File: src/rtl/serial_addsub_ctrl.sv
// Bit-serial add/subtract sequencer: one full-adder cell walks the operands LSB first,
// then publishes result, carry and signed overflow alongside a one-cycle done pulse.

module FA_design (
    input  logic A,
    input  logic B,
    input  logic C,
    output logic Sum,
    output logic Carry
);
    assign Sum   = A ^ B ^ C;
    assign Carry = (A & B) | (C & (A ^ B));
endmodule

module serial_addsub_ctrl #(
    parameter int unsigned WIDTH = 64
) (
    input  logic             clk,
    input  logic             rst,
    input  logic             start,
    input  logic             op_sub,
    input  logic [WIDTH-1:0] a,
    input  logic [WIDTH-1:0] b,
    output logic             ready,
    output logic             busy,
    output logic             done,
    output logic [WIDTH-1:0] result,
    output logic             carry_out,
    output logic             overflow
);
    localparam int unsigned CW = $clog2(WIDTH);

    typedef enum logic [1:0] {IDLE, RUN, DONE} state_t;

    state_t             state_q, state_d;
    logic [CW-1:0]      cnt_q, cnt_d;
    logic               carry_q, carry_d;
    logic [WIDTH-1:0]   areg_q, areg_d;
    logic [WIDTH-1:0]   breg_q, breg_d;
    logic [WIDTH-2:0]   sum_sr_q, sum_sr_d;
    logic [WIDTH-1:0]   result_q, result_d;
    logic               cout_q, cout_d;
    logic               ovf_q, ovf_d;
    logic               ready_q, ready_d;
    logic               busy_q, busy_d;
    logic               done_q, done_d;

    logic               fa_sum, fa_carry;
    logic [WIDTH-1:0]   sum_next;

    FA_design u_fa (
        .A     (areg_q[0]),
        .B     (breg_q[0]),
        .C     (carry_q),
        .Sum   (fa_sum),
        .Carry (fa_carry)
    );

    // Partial sums live in sum_sr so the visible result only changes at RUN->DONE.
    assign sum_next = {fa_sum, sum_sr_q};

    always_comb begin
        state_d  = state_q;
        cnt_d    = cnt_q;
        carry_d  = carry_q;
        areg_d   = areg_q;
        breg_d   = breg_q;
        sum_sr_d = sum_sr_q;
        result_d = result_q;
        cout_d   = cout_q;
        ovf_d    = ovf_q;
        ready_d  = ready_q;
        busy_d   = busy_q;
        done_d   = 1'b0;
        case (state_q)
            IDLE: begin
                if (start) begin
                    areg_d  = a;
                    breg_d  = op_sub ? ~b : b;
                    carry_d = op_sub;
                    cnt_d   = '0;
                    state_d = RUN;
                    ready_d = 1'b0;
                    busy_d  = 1'b1;
                end
            end
            RUN: begin
                sum_sr_d = sum_next[WIDTH-1:1];
                carry_d  = fa_carry;
                areg_d   = areg_q >> 1;
                breg_d   = breg_q >> 1;
                cnt_d    = cnt_q + CW'(1);
                if (cnt_q == CW'(WIDTH - 1)) begin
                    result_d = sum_next;
                    cout_d   = fa_carry;
                    ovf_d    = carry_q ^ fa_carry;
                    state_d  = DONE;
                    busy_d   = 1'b0;
                    done_d   = 1'b1;
                end
            end
            DONE: begin
                state_d = IDLE;
                ready_d = 1'b1;
            end
            default: begin
                state_d = IDLE;
                ready_d = 1'b1;
                busy_d  = 1'b0;
            end
        endcase
    end

    always_ff @(posedge clk) begin
        if (rst) begin
            state_q  <= IDLE;
            cnt_q    <= '0;
            carry_q  <= 1'b0;
            areg_q   <= '0;
            breg_q   <= '0;
            sum_sr_q <= '0;
            result_q <= '0;
            cout_q   <= 1'b0;
            ovf_q    <= 1'b0;
            ready_q  <= 1'b1;
            busy_q   <= 1'b0;
            done_q   <= 1'b0;
        end else begin
            state_q  <= state_d;
            cnt_q    <= cnt_d;
            carry_q  <= carry_d;
            areg_q   <= areg_d;
            breg_q   <= breg_d;
            sum_sr_q <= sum_sr_d;
            result_q <= result_d;
            cout_q   <= cout_d;
            ovf_q    <= ovf_d;
            ready_q  <= ready_d;
            busy_q   <= busy_d;
            done_q   <= done_d;
        end
    end

    assign ready     = ready_q;
    assign busy      = busy_q;
    assign done      = done_q;
    assign result    = result_q;
    assign carry_out = cout_q;
    assign overflow  = ovf_q;

endmodule

File: config.mk
export PLATFORM = sky130hd
export DESIGN_NAME = serial_addsub_ctrl
export DESIGN_NICKNAME = d
export VERILOG_FILES = /design/src/rtl/serial_addsub_ctrl.sv
export SDC_FILE = /design/constraint.sdc
export NUM_CORES = 1
export LEC_CHECK = 0
export BUFFER_PORTS_ARGS = -buffer_cell sky130_fd_sc_hd__clkbuf_2
export CORE_ASPECT_RATIO = 1.25
export CORE_UTILIZATION = 35
export CTS_BUF_LIST = sky130_fd_sc_hd__clkbuf_8
export CTS_CLUSTER_DIAMETER = 200
export CTS_CLUSTER_SIZE = 40
export DETAILED_ROUTE_END_ITERATION = 12
export GPL_ROUTABILITY_DRIVEN = 1
export HOLD_SLACK_MARGIN = 0.1
export SETUP_SLACK_MARGIN = 0.4
export SYNTH_ARGS = -nofsm -noshare
export SYNTH_HDL_FRONTEND = slang
export SYNTH_SLANG_ARGS = --single-unit
File: constraint.sdc
create_clock -name clk -period 2.3 [get_ports clk]
set_input_delay 0.345 -clock clk [delete_from_list [all_inputs] [get_ports clk]]
set_output_delay 0.345 -clock clk [all_outputs]
set_load 0.05 [all_outputs]
==> results.txt <==
slowest CP cell = dfxtp_1
critical path required time = 2800 ps
CTS Buf Count = 10
initial DRC count = 573
maximum VDD drop = 367 µV
minimum clock period = 1800 ps
Reg2Reg Launch Point = cnt_q[0]
initial antenna violation count = 0
clock buffer depth = 3
Sequential Area = 0.00539 mm²
Fmax = 0.556 GHz
Syn. warnings = 0
Yosys cell types = 37
measured slew at the worst slew-check pin = 613 ps
most common cell after layout, fill and taps aside = dfxtp_1
gr busiest metal = met2
Overflow after GRT = 0
routed vias = 9462
total iterations of the first detailed-routing run = 4
Placeable Area = 0.0309 mm²
simple logic cell fraction of the synthesized area = 0.121
Crit path largest cell delay = 430 ps
Crit Path Category = reg -> reg
initial core utilization = 0.356
Final Skew = 21.7 ps
Core Util, Final = 0.433
Synth Cell Area = 0.0110 mm²
die span in y = 200 µm
chip width = 161 µm
worst skew pair latency = 570 ps
M2 GR Usage = 0.274
number of max-cap violations = 0
LEAKAGE = 4.79 nW
multi-input combinational cell area = 0.00512 mm²
site row count = 72
Die ar. = 0.0322 mm²
largest family of logic cells by synthesized area = compound AO/OA/AOI/OAI gates
# H-tree levels = 1
CP Capture Type = flip-flop
M3 GR Usage = 0.0201
nets@finish = 1601
final hold violation count = 0
Synth Net Count = 1401
vias in the first global route = 8966
largest net degree at the start of global routing = 138
max-slew violations = 0
CP startpoint kind = flip-flop
commonest non-fill, non-tap cells in the layout = dfxtp_1 (268), nand2_1 (262), clkbuf_2 (198), a21oi_1 (130), dlygate4sd3_1 (86)
XOR/XNOR Fraction of Synth Area = 0.0517
n_diodes = 0
Synth Area in Compound Gates = 0.225
status = finished, final reports clean
average vias per placed instance = 5.05
GR Util met1 = 0.217
final count of negative-setup-slack endpoints = 0
post-DP HPWL = 16.2 mm
Seq/Total Area, Yosys = 0.489
r2r worst-path depth = 6
Routed Antenna Nets = 0
HP Class = in -> reg
first-pass GRT wire length = 44.3 mm
share of cells above drive strength 1 = 0.170
GPL Wtd Cong = 0.750
Critical Path, Cell by Cell = ha_1 -> nand3_2 -> nor3_4 -> buf_4 -> buf_8 -> mux2i_1
Reg clk slew, reported paths = 220 ps
Fin Setup TNS = 0 ps
reg2reg end = result[9]
fill cell count = 3051
wire per inst = 14.5 µm
final wirelength = 27.2 mm
RSZ-0062 raised after global routing = false
Critical Path Start = cnt_q[0]
number of primary I/O pins = 201
Gate Count Post-Synth = 1267
R2R setup slack = 500 ps
ys async rst share = 0
DRC violations left = 0
CTS tree = built
PortBufs = 200
top_reg_cell synth = dfxtp_1
crit path DAT = 2300 ps
Crit Path Max Fanout = 25
post-synthesis mux area share = 0.0620
Clock Sink Count = 269
end point of the critical path = result[9]
Tot GR Track Use = 0.162
clk root buf = clkbuf_8
pwr dens = 612 mW/mm²
Post-synth EDFFs = 0
Synth Area in Adders = 0.00296
register bit total from synthesis = 269
Max-Slew Margin vs Limit = 0.591
Layout area overhead = 21.7%
Avg Cell Area, Syn = 8.69 µm²
period utilization = 0.782
state kept, by name, indices dropped and copies added (netlist names):
name / count
areg_q: 64
breg_q: 64
result: 64
sum_sr_q: 63
cnt_q: 6
state_q: 2
busy: 1
carry_out: 1
carry_q: 1
done: 1
overflow: 1
ready: 1
through the flow:
step	area, µm²	hold WS, ps	instances	setup slack (ps)	total power [W]
global route	13400	104	1874	395	0.00863
finish	13400	127	1874	501	0.00819
global placement	12300	442	1772	568	0.00631
detailed placement	12300	447	1772	491	0.00633
CTS	13300	102	1870	428	0.00830
floorplan	11000	437	1267	739	0.00595
layer usage:
metal  part of all wire  vias up  wire length, µm
met5                  0        -                0
met4              0.021        0              563
met3              0.039       31             1050
met2               0.48      205            13100
met1               0.46     4436            12500
li1                   -     4790                -
Yosys cell counts, drive strengths merged, types with 2 or more instances:
cell type	instances	area, µm²
o211ai	2	15.0
nand3	3	15.0
dfxtp	269	5390
nand2b	2	12.5
xor2	2	17.5
nand2	263	987
o21ai	65	325
nor3	3	20.0
clkbuf	88	330
o22ai	69	432
o2bb2ai	58	508
a21oi	130	651
nor2	64	240
a22oi	66	495
xnor2	63	552
mux2i	67	671
nor4	2	12.5
buf	34	191
inv	3	11.3
repair_timing:
action	CTS	global route
buffers inserted	0	3
hold endpoints to repair	86	0
hold buffers	86	0
resized for setup	0	5
setup endpoints to repair	0	67
worst min-delay path by stage:
stage,depth (start not counted),to,startpoint,slack [ps]
floorplan,2,sum_sr_q[0],sum_sr_q[0],440
global placement,2,result[11],result[11],440
detailed placement,2,result[21],result[21],450
CTS,4,areg_q[28],a[28],100
global route,4,areg_q[0],a[0],100
finish,4,areg_q[2],a[2],130
worst max-delay path: cells and delay by family (launching register included):
family | cells | cell delay [ps]
AND/OR/NAND/NOR | 2 | 430
buffers and inverters | 2 | 420
flip-flops | 1 | 430
multiplexers | 1 | 210
adder cells (fa/ha/maj) | 1 | 220
where the power goes:
group	internal (W)	total [W]	switching [W]
clock	0.000452	0.00184	0.00139
sequential	0.00491	0.00505	0.000133
combinational	0.000571	0.00131	0.000735
kinds of logic (layout without fill, tap and decap cells):
logic type / after synthesis / count (layout)
flip-flops: 269 / 269
multiplexers: 68 / 68
adder cells (fa/ha/maj): 2 / 2
AND/OR/NAND/NOR: 342 / 342
XOR/XNOR: 65 / 65
AO/OA/AOI/OAI: 396 / 396
buffers and inverters: 125 / 325
area by class of cell:
cell class | instances | area share
Multi-Input combinational cell | 873 | 0.383
Clock inverter | 1 | 0.00121
Clock buffer | 11 | 0.0113
Inverter | 3 | 0.00121
Sequential cell | 269 | 0.402
Tap cell | 407 | 0.0380
Timing Repair Buffer | 310 | 0.163
Note: power is estimated with default switching activity, not from simulation.
